--- src/rtl/piezo_tone_driver_if.sv ---
`default_nettype none
// ---------------------------------------------------------------------------
// piezo_tone_driver_if : note-code bus from the playback logic to the driver
// Revision 1.0
// ---------------------------------------------------------------------------
interface piezo_tone_driver_if;
  logic [3:0] note_code;
  logic       mute;

  modport master (output note_code, output mute);
  modport slave  (input  note_code, input  mute);
endinterface
`default_nettype wire

--- src/rtl/piezo_tone_driver.sv ---
`default_nettype none
// ---------------------------------------------------------------------------
// piezo_tone_driver : note code -> glitch-free square wave plus one-hot LED bar
// Revision 1.0
// ---------------------------------------------------------------------------
module piezo_tone_driver #(
  parameter int CLK_HZ = 50_000_000
) (
  input  logic                       clk,
  input  logic                       reset,
  piezo_tone_driver_if.slave         note_if,
  output logic                       piezo,
  output logic [7:0]                 led_out,
  output logic                       note_active,
  output logic                       code_err
);

  typedef enum logic [0:0] {
    IDLE = 1'b0,
    RUN  = 1'b1
  } state_t;

  state_t      state_q, state_d;
  logic [19:0] cnt_q, cnt_d;
  logic [3:0]  cur_q, cur_d;
  logic [3:0]  code_q, code_d;
  logic        phase_q, phase_d;
  logic        code_err_q, code_err_d;
  logic        piezo_q, piezo_d;
  logic [7:0]  led_q, led_d;
  logic        active_q, active_d;
  logic        code_valid;
  logic        run_d;
  logic [19:0] half_cur;

  function automatic logic [19:0] half_of(input logic [3:0] code);
    case (code)
      4'd1:    half_of = 20'(CLK_HZ / (2 * 262));
      4'd2:    half_of = 20'(CLK_HZ / (2 * 294));
      4'd3:    half_of = 20'(CLK_HZ / (2 * 330));
      4'd4:    half_of = 20'(CLK_HZ / (2 * 349));
      4'd5:    half_of = 20'(CLK_HZ / (2 * 392));
      4'd6:    half_of = 20'(CLK_HZ / (2 * 440));
      4'd7:    half_of = 20'(CLK_HZ / (2 * 494));
      4'd8:    half_of = 20'(CLK_HZ / (2 * 523));
      default: half_of = 20'd1;
    endcase
  endfunction

  always_comb begin
    code_valid = (note_if.note_code <= 4'd8);
    code_d     = code_valid ? note_if.note_code : 4'd0;
    code_err_d = code_err_q | ~code_valid;
    half_cur   = half_of(cur_q);

    state_d = state_q;
    cnt_d   = cnt_q;
    cur_d   = cur_q;
    phase_d = phase_q;

    case (state_q)
      IDLE: begin
        cnt_d   = 20'd0;
        phase_d = 1'b0;
        if (code_q != 4'd0) begin
          state_d = RUN;
          cur_d   = code_q;
          phase_d = 1'b1;
        end
      end
      RUN: begin
        // code_q is only looked at on the last cycle of a half-period
        if (cnt_q == half_cur - 20'd1) begin
          cnt_d = 20'd0;
          if (code_q == 4'd0) begin
            state_d = IDLE;
            phase_d = 1'b0;
            cur_d   = 4'd0;
          end else begin
            cur_d   = code_q;
            phase_d = ~phase_q;
          end
        end else begin
          cnt_d = cnt_q + 20'd1;
        end
      end
      default: state_d = IDLE;
    endcase

    run_d    = (state_d == RUN);
    active_d = run_d;
    piezo_d  = phase_d & ~note_if.mute & run_d;
    led_d    = run_d ? (8'b1 << (cur_d - 4'd1)) : 8'd0;
  end

  always_ff @(posedge clk or negedge reset) begin
    if (!reset) begin
      state_q    <= IDLE;
      cnt_q      <= 20'd0;
      cur_q      <= 4'd0;
      code_q     <= 4'd0;
      phase_q    <= 1'b0;
      code_err_q <= 1'b0;
      piezo_q    <= 1'b0;
      led_q      <= 8'd0;
      active_q   <= 1'b0;
    end else begin
      state_q    <= state_d;
      cnt_q      <= cnt_d;
      cur_q      <= cur_d;
      code_q     <= code_d;
      phase_q    <= phase_d;
      code_err_q <= code_err_d;
      piezo_q    <= piezo_d;
      led_q      <= led_d;
      active_q   <= active_d;
    end
  end

  assign piezo       = piezo_q;
  assign led_out     = led_q;
  assign note_active = active_q;
  assign code_err    = code_err_q;

endmodule
`default_nettype wire

--- src/flat_wrapper.sv ---
// flat-port wrapper written by rule: the top's interface ports become plain ports
module piezo_tone_driver_flat 
#(
  parameter int CLK_HZ = 50_000_000
)
  (clk, reset, piezo, led_out, note_active, code_err, note_if_note_code, note_if_mute);
  piezo_tone_driver_if note_if_i ();
  input  logic clk;
  input  logic reset;
  output logic piezo;
  output logic [7:0] led_out;
  output logic note_active;
  output logic code_err;
  input wire logic [$bits(note_if_i.note_code)-1:0] note_if_note_code;
  input wire logic [$bits(note_if_i.mute)-1:0] note_if_mute;
  assign note_if_i.note_code = note_if_note_code;
  assign note_if_i.mute = note_if_mute;
  piezo_tone_driver #(.CLK_HZ(CLK_HZ)) u_core (.clk(clk), .reset(reset), .note_if(note_if_i), .piezo(piezo), .led_out(led_out), .note_active(note_active), .code_err(code_err));
endmodule
--- config.mk ---
export PLATFORM = sky130hd
export DESIGN_NAME = piezo_tone_driver_flat
export DESIGN_NICKNAME = d
export VERILOG_FILES = /design/src/rtl/piezo_tone_driver_if.sv /design/src/rtl/piezo_tone_driver.sv /design/src/flat_wrapper.sv
export SDC_FILE = /design/constraint.sdc
export NUM_CORES = 1
export LEC_CHECK = 0
export ABC_AREA = 1
export CAP_MARGIN = 20
export CORE_ASPECT_RATIO = 1.75
export CORE_UTILIZATION = 66
export CTS_CLUSTER_DIAMETER = 80
export CTS_CLUSTER_SIZE = 40
export DETAILED_ROUTE_END_ITERATION = 8
export PLACE_DENSITY_LB_ADDON = 0.3
export SETUP_SLACK_MARGIN = 0.5
export SYNTH_ARGS = -nofsm -noshare
export SYNTH_HDL_FRONTEND = slang
export SYNTH_SLANG_ARGS = --single-unit
--- constraint.sdc ---
create_clock -name clk -period 10 [get_ports clk]
set_clock_uncertainty 0.15 [all_clocks]
set_input_delay 2 -clock clk [delete_from_list [all_inputs] [get_ports clk]]
set_output_delay 2 -clock clk [all_outputs]
set_load 0.01 [all_outputs]
# After elaboration in Yosys (flattened, before gate mapping)
# Memories as Yosys holds them, arrays and structs flattened.
# Index checks and enable logic that the tools add are counted.
# op_classes
add_sub_neg	3
n_mul	0
n_div	0
magnitude_cmp	1
eq_ne	1
shifts	1
mux	15
n_bitwise	7
n_reduce_logical	2
# ops
op	count
$pmux W20 S2	1
$add A20 B1 Y20 const B	1
$eq A20 B20 Y1	1
$mux W20	1
$sub A20 B1 Y20 const B	1
$mux W4	4
$mux W8	1
$pmux W4 S2	1
$shl A1 B4 Y8 const A	1
$mux W1	5
$le A4 B4 Y1 const B	1
$logic_not A4 Y1	1
$not A1 Y1	4
$pmux W1 S2	2
$reduce_bool A4 Y1	1
$sub A4 B1 Y4 const B	1
$and A1 B1 Y1	2
$or A1 B1 Y1	1
# word_totals
regBits	40
latch_bits	0
mem_bits_rw	0
romBits	272
inputBits	7
out_inout_bits	11
mem_count	1
# memory_table
memory	words	width	read_ports	rd_ports_with_merged_regs	write_ports	line_no	rtl
(name not given)	16	17	1	0	0	piezo_tone_driver.sv:37	case (code)

# Logic depth before layout (Yosys ltp)
# Gate-level depths: netlist of run 1.
# An unclocked memory read counts as a cell.
# depth
word_depth	8
depth_mapped	26
ltp_nobuf	26

# Least setup slack after synthesis of run 1
# OpenSTA, ideal clock, no wires.
# synth_path
path_kind	flip-flop to flip-flop
from	register u_core.cur_q[0]
to	register u_core.led_q[3] (netlist: u_core.led_out[3])
setup_time_ns	0.114
arrival_time_ns	2.981
required_time_ns	9.736
slack_ns	6.755
stages_incl_launch_ff	23
path_buffers	0
period_less_slack_ns	3.245
cell_sequence	dfrtp_1 > inv_2 > ha_1 > inv_1 > nand2_1 > nand2_1 > nor2_1 > inv_1 > ha_1 > xnor2_1 > o21bai_1 > a21oi_1 > nand2_1 > nor2_1 > nand3_1 > nor3_4 > nand2_2 > nand2_2 > inv_2 > nor2_8 > inv_2 > nand3_2 > nor2_1
# synth_between
elab_cells_between_ends	11
classes_between	2 x add/sub; 1 x eq/ne; 1 x shift; 6 x mux; 1 x memory
# synth_rtl
item	line_no	rtl
start: declaration	piezo_tone_driver.sv:25	logic [3:0] cur_q, cur_d;
start signal: assignment	piezo_tone_driver.sv:110	cur_q <= cur_d;
$mem_v2 Z16 W17	n/a	
$sub A20 B1 Y20	piezo_tone_driver.sv:73	if (cnt_q == half_cur - 20'd1) begin
$eq A20 B20 Y1	piezo_tone_driver.sv:73	
$mux W1	piezo_tone_driver.sv:73	
$pmux W1 S2	piezo_tone_driver.sv:61	case (state_q)
named net u_core.active_d	piezo_tone_driver.sv:31	logic active_q, active_d;
$mux W8	piezo_tone_driver.sv:93	led_d = run_d ? (8'b1 << (cur_d - 4'd1)) : 8'd0;
named net u_core.led_d[3]	piezo_tone_driver.sv:30	logic [7:0] led_q, led_d;
end signal: assignment	piezo_tone_driver.sv:115	led_q <= led_d;
end: declaration	piezo_tone_driver.sv:30	
# The timed path passes the listed nets, and every way through them passes these cells.

# Worst setup path after layout of run 1
# layout_path
from	register u_core.cur_q[0]
to	register u_core.led_q[1] (netlist: u_core.led_out[1])
# layout_between
elab_chain_len	8
elab_cells_between_ends	11
classes_between	2 x add/sub; 1 x eq/ne; 1 x shift; 6 x mux; 1 x memory
# layout_lines
item	line_no
$mem_v2 Z16 W17	n/a
$sub A20 B1 Y20	piezo_tone_driver.sv:73
$eq A20 B20 Y1	piezo_tone_driver.sv:73
$mux W4	piezo_tone_driver.sv:73
$pmux W4 S2	piezo_tone_driver.sv:61
$sub A4 B1 Y4	piezo_tone_driver.sv:93
$shl A1 B4 Y8	piezo_tone_driver.sv:93
$mux W8 *	piezo_tone_driver.sv:93
named net u_core.led_d[1]	piezo_tone_driver.sv:30
# The timed path passes the listed nets; every way through them passes the cells marked *.

==> flow_summary.json, run 1 <==
{
  "arrival_ns": 4.22,
  "power.internal_w": 0.000387,
  "core_um2": 4750,
  "synth-async-reset-ratio": 1.00,
  "dieArea_um2": 5320,
  "r2r_slack_ns": 5.87,
  "nNetsFinal": 536,
  "syn-cell-area_um2": 3320,
  "path_clk_slew_ns": 0.08,
  "synthFlopType": "dfrtp_1",
  "nFillCells": 383,
  "cts_sinks": 40,
  "outcome": "finished clean",
  "cts_tree": "done",
  "drtIter0Drc": 266,
  "synth_seq_cells": 40,
  "postSynthCellCount": 500,
  "reg2reg_from": "u_core.cur_q[0]",
  "netSwitchingPower_w": 0.000348,
  "fmax_mhz": 242,
  "syn_avg_cell_area_um2": 6.63,
  "power_frac_comb": 0.515,
  "antenna_cells": 0,
  "grt_pass1_vias": 3467,
  "clock_path_buffers": 2,
  "cp-endpoint": "u_core.led_out[1]",
  "firstDrtPassIters": 5,
  "overflow": 0,
  "ant_nets": 0,
  "r2r_cells": 21,
  "hold_viol": 0,
  "fin_crit_sh": 0.413,
  "track_usage": 0.405,
  "numCtsBuffers": 5,
  "tightest_slew_ns": 0.917,
  "post-route-min-period_ns": 4.13,
  "power_leakage_nw": 1.87,
  "synth_area_leader_cell": "dfrtp_1",
  "hold_path_class": "reg -> reg",
  "crit_required_ns": 10.09,
  "initial_core_util": 0.699,
  "synth_top_area_frac": 0.302,
  "dp_hpwl_um": 7630,
  "seq_power_share": 0.291,
  "totalWireLength_um": 10100,
  "ir_drop_mv": 0.152,
  "setup_viol": 0,
  "io-pin-count": 18,
  "slew_violations": 0,
  "critPathCaptureType": "flop",
  "rsz0062_at_grt": "no",
  "relSlewSlack": 0.388,
  "vias_per_cell": 6.02,
  "startpoint": "u_core.cur_q[0]",
  "clk_latency_ns": 0.31,
  "crit_type": "reg -> reg",
  "cts_hold_buf": 0,
  "dp_slack_ns": 6.02,
  "fp.dieW_um": 55.6,
  "vias": 3445,
  "synth-edff-count": 0,
  "wire_per_inst_um": 17.6,
  "power.density_nw_per_um2": 203,
  "syn_to_final_growth_pct": 9.32,
  "synth_nets": 517,
  "grt_first_pass_wirelength_um": 16100,
  "clkPwrFrac": 0.194,
  "cts_setup_buffers": 0,
  "cts_resized": 0,
  "clockRootBuffer": "clkbuf_8",
  "grt_antenna_before_repair": 0,
  "yosys-top-cells-count": "nand2_1 (143), nor2_1 (72), inv_1 (59)",
  "worstReg2RegEnd": "u_core.led_out[1]",
  "grt_max_degree": 41,
  "drv_cap": 0,
  "yosys-top-cells-area": "dfrtp_1 (30%), nand2_1 (16%), nor2_1 (8.1%)",
  "path_max_fanout": 9,
  "yosysMostFrequentCell": "nand2_1",
  "cts_max_level": 2,
  "yosysUniqueCellTypes": 34,
  "ys.warnings.count": 0,
  "p_sw_frac": 0.474,
  "seq_area_frac_synth": 0.302,
  "die_h_um": 95.8,
  "setup-tns-final_ns": 0,
  "drive_gt1_frac": 0.135,
  "num_rows": 33,
  "port_buffers": 17,
  "gp_congestion": 1.10,
  "fin_ws_ns": 5.87,
  "worstSetupStartpointType": "flop",
  "drcViolationCount": 0
}
==> worst max-delay path: stages (launching register included) <==
cell	delay [ns]
dfrtp_1	0.54
inv_2	0.15
ha_1	0.34
inv_1	0.05
nand2_1	0.08
nand2_1	0.07
nor2_1	0.25
inv_1	0.12
ha_1	0.31
xnor2_1	0.13
o21bai_1	0.14
a21oi_1	0.11
nand2_1	0.06
nor2_1	0.17
inv_1	0.06
nor2_1	0.34
nand4_2	0.29
nand2_1	0.15
nand3_1	0.10
nand2_1	0.18
nand4_1	0.16
nor2_1	0.12
==> how the worst min path moves through the flow <==
stage,from,end,slack [ns],cells after the start
2_1_floorplan,u_core.phase_q,u_core.phase_q,0.31,2
3_3_place_gp,u_core.code_err,u_core.code_err,0.31,1
3_5_place_dp,u_core.code_err,u_core.code_err,0.31,1
4_1_cts,u_core.code_err,u_core.code_err,0.33,1
5_1_grt,u_core.code_err,u_core.code_err,0.35,1
6_report,u_core.code_err,u_core.code_err,0.33,1
==> layer usage <==
layer,global-route usage,vias up,wire length [um]
met5,0.0204,-,0
met4,0.377,0,890
met3,0.114,69,740
met2,0.727,176,5140
met1,0.359,1589,3300
li1,-,1611,-
==> layout make-up <==
cell class                 instances  area, um^2  area share
multi-input combinational        386        2010       0.556
clock buffer                       6        82.6      0.0228
clock inverter                     2        38.8      0.0107
tap                               52        65.1      0.0179
timing repair buffer              17         165      0.0455
inverter                          69         259      0.0714
sequential                        40        1000       0.276
==> stage by stage <==
stage	cell area (um^2)	hold WS [ns]	total power, W	util	instances
3_5_place_dp	3500	0.313	0.000575	0.738	564
5_1_grt	3630	0.355	0.000781	0.764	572
6_report	3630	0.329	0.000735	0.764	572
2_1_floorplan	3320	0.311	0.000483	-	500
4_1_cts	3630	0.332	0.000717	0.764	572
3_3_place_gp	3500	0.305	0.000565	0.738	564
==> flip-flops by register name (all words and copies together), names as in the netlist <==
| signal | flops |
|---|---|
| u_core.cnt_q | 20 |
| u_core.code_err | 1 |
| u_core.code_q | 4 |
| u_core.cur_q | 4 |
| u_core.led_out | 8 |
| u_core.phase_q | 1 |
| u_core.piezo | 1 |
| u_core.state_q | 1 |
==> power groups by stage <==
stage	clock, W	sequential (W)	combinational, W
6_report	0.000143	0.000214	0.000379
2_1_floorplan	0	0.000207	0.000276
3_3_place_gp	0	0.000214	0.000351
4_1_cts	0.000142	0.000212	0.000364
5_1_grt	0.000148	0.000216	0.000417
3_5_place_dp	0	0.000215	0.000360
==> kinds of logic (layout without fill, tap and decap cells) <==
logic type                 after synthesis  count (layout)  synth area share
AOI/OAI and AO/OA                       22              22            0.0381
buffers and inverters                   74              94            0.0909
adders and majority gates               10              10            0.0377
DFF                                     40              40             0.302
and+or+nand+nor                        340             340             0.495
xor gates and xnor gates                14              14            0.0370
==> layout by cell type (no fill, tap or decap), drive strengths merged <==
cell type / count
a31oi: 1
buf: 1
a21oi: 6
dfrtp: 40
and3: 1
o21bai: 3
ha: 10
nand3b: 1
nor2: 89
a21boi: 1
o211ai: 2
clkinv: 1
clkbuf: 6
inv: 69
nor3: 14
nor4: 3
nand3: 58
xnor2: 5
or2: 2
clkdlybuf4s50: 16
nor3b: 1
nand2: 158
xor2: 9
o21ai: 9
bufinv: 1
nand4: 13
Power figures use the tool's default switching activity.
==> run 2, diff against run 1 <==
--- a/config.mk
+++ b/config.mk
@@ -8,7 +8,7 @@
 export ABC_AREA = 1
 export CAP_MARGIN = 20
 export CORE_ASPECT_RATIO = 1.75
-export CORE_UTILIZATION = 66
+export CORE_UTILIZATION = 55
 export CTS_CLUSTER_DIAMETER = 80
 export CTS_CLUSTER_SIZE = 40
 export DETAILED_ROUTE_END_ITERATION = 8
==> constraint.sdc (replaced) <==
create_clock -name clk -period 3.35 [get_ports clk]
set_clock_uncertainty 0.15 [all_clocks]
set_input_delay 0.67 -clock clk [delete_from_list [all_inputs] [get_ports clk]]
set_output_delay 0.67 -clock clk [all_outputs]
set_load 0.01 [all_outputs]
==> run 2 against run 1 <==
Compared with the run above: power grew to 3.4 times the previous value; sequential share of layout area is 4.7 points lower; non-clock buffer count up 43; design area increased by 21%; sequential cell count unchanged; wire length rose by 9.9%; global-route usage shrank 3.1 points; hold slack worse by 0.0046 ns; largest power group unchanged; cell count increased by 12%; sequential power rose to 2.9 times the previous value; critical path depth grew 1; largest cell class unchanged; die area grew 19%.
==> flow_summary.json, run 2 (synthesis gave the netlist of run 1 again) <==
{
  "clock_path_buffers": 2,
  "crit_required_ns": 3.40,
  "tightest_slew_ns": 0.929,
  "track_usage": 0.374,
  "netSwitchingPower_w": 0.00121,
  "drcViolationCount": 0,
  "slew_violations": 0,
  "num_rows": 37,
  "gp_congestion": 0.980,
  "fmax_mhz": 310,
  "power_frac_comb": 0.587,
  "core_um2": 5830,
  "dp_hpwl_um": 7980,
  "p_sw_frac": 0.479,
  "nFillCells": 477,
  "cts_tree": "done",
  "cts_sinks": 40,
  "critPathCaptureType": "flop",
  "fin_crit_sh": 0.963,
  "path_clk_slew_ns": 0.09,
  "clockRootBuffer": "clkbuf_8",
  "power.density_nw_per_um2": 577,
  "relSlewSlack": 0.380,
  "hold_path_class": "in -> async",
  "grt_max_degree": 41,
  "clk_latency_ns": 0.32,
  "overflow": 0,
  "drtIter0Drc": 227,
  "post-route-min-period_ns": 3.23,
  "layout_common_cells": "nand2_1 (116), nor2_1 (60), inv_1 (54)",
  "initial_core_util": 0.569,
  "drv_cap": 0,
  "grt_first_pass_wirelength_um": 16800,
  "crit_type": "reg -> reg",
  "io-pin-count": 18,
  "rsz0062_at_grt": "yes",
  "nNetsFinal": 579,
  "antenna_cells": 0,
  "wire_per_inst_um": 17.3,
  "grt_antenna_before_repair": 0,
  "cts_max_level": 2,
  "drive_gt1_frac": 0.320,
  "grt_pass1_vias": 3569,
  "port_buffers": 17,
  "largest_reg_flops": 20,
  "ant_nets": 0,
  "totalWireLength_um": 11100,
  "clkPwrFrac": 0.165,
  "worstSetupStartpointType": "flop",
  "arrival_ns": 3.28,
  "vias_per_cell": 5.56,
  "setup-tns-final_ns": 0,
  "power.internal_w": 0.00132,
  "path_max_fanout": 7,
  "hold_slack_ns": 0.324,
  "power_leakage_nw": 2.13,
  "final_common_cell": "nand2_1",
  "setup_viol": 0,
  "numCtsBuffers": 5,
  "die_h_um": 105,
  "dieArea_um2": 6360,
  "seq_power_share": 0.248,
  "firstDrtPassIters": 5,
  "outcome": "finished clean",
  "syn_to_final_growth_pct": 32.0,
  "largest-register": "u_core.cnt_q",
  "fp.dieW_um": 60.7,
  "ir_drop_mv": 0.516,
  "vias": 3565,
  "hold_viol": 0
}
## run 2: changes by cell type in the layout (fill, tap and decap cells not counted), sizes merged
| cell | before | now |
|---|---|---|
| buf | 1 | 44 |
| clkbuf | 6 | 5 |
| clkinvlp | 0 | 1 |
## run 2: final timing paths
| check | start | to | slack [ns] | cells past startpoint |
|---|---|---|---|---|
| setup / recovery | u_core.cur_q[1] | u_core.cnt_q[8] | 0.12 | 22 |
| hold reg to reg | u_core.code_err | u_core.code_err | 0.33 | 1 |
| min in group clk | u_core.code_err | u_core.code_err | 0.33 | 1 |
| hold / removal | reset | u_core.cnt_q[14] | 0.32 | 1 |
| max in group asynchronous | reset | u_core.cur_q[0] | 2.09 | 1 |
| setup reg to reg | u_core.cur_q[1] | u_core.cnt_q[8] | 0.12 | 22 |
## run 2: power by group through the flow
stage | combinational (W) | sequential [W] | clock (W)
2_1_floorplan | 0.000871 | 0.000620 | 0
3_3_place_gp | 0.00117 | 0.000626 | 0
3_5_place_dp | 0.00118 | 0.000628 | 0
4_1_cts | 0.00131 | 0.000619 | 0.000418
5_1_grt | 0.00162 | 0.000631 | 0.000432
6_report | 0.00148 | 0.000627 | 0.000418
## run 2: area by class of cell
type | instances | area [um^2] | area share
clock buffer | 5 | 68.8 | 0.0157
sequential | 40 | 1000 | 0.229
clock inverter | 3 | 42.5 | 0.00972
multi-input combinational | 386 | 2370 | 0.541
tap | 78 | 97.6 | 0.0223
inverter | 69 | 269 | 0.0614
timing repair buffer | 60 | 528 | 0.121
## run 2: critical path, cell delays in order (launching register included)
cell	delay (ns)
dfrtp_1	0.38
inv_2	0.07
ha_4	0.27
inv_2	0.05
nand2_4	0.08
nand2_4	0.06
nor2_4	0.09
inv_2	0.06
ha_4	0.28
xnor2_1	0.06
o21bai_1	0.14
a21oi_1	0.11
nand2_1	0.07
nor2_2	0.15
buf_6	0.13
nand3_4	0.06
nor3_4	0.28
nand2_4	0.10
nand2_4	0.10
buf_4	0.13
buf_12	0.11
buf_12	0.11
nor3_2	0.04
## run 2: stage by stage
stage	instances	util	total power (W)	instance area [um^2]	setup slack, ns
finish	641	0.751	0.00253	4380	0.122
detailed placement	602	0.637	0.00181	3710	0.0330
CTS	626	0.697	0.00235	4070	0.255
global placement	602	0.637	0.00180	3710	0.0549
floorplan	500	-	0.00149	3410	0.306
global route	641	0.751	0.00268	4380	-0.106
## run 2: timing repair
item                                    CTS  global route
buffers inserted                         16            15
gates resized for setup                  31            51
endpoints found under the setup margin   35            35
pin swaps                                32            34
hold buffers                              0             0
cloned                                    0             0
## run 2: layer usage
metal,wire (um),vias up,track usage
met2,5770,131,0.620
met4,1140,0,0.344
li1,-,1695,-
met3,766,68,0.151
met5,0,-,0
met1,3390,1671,0.315
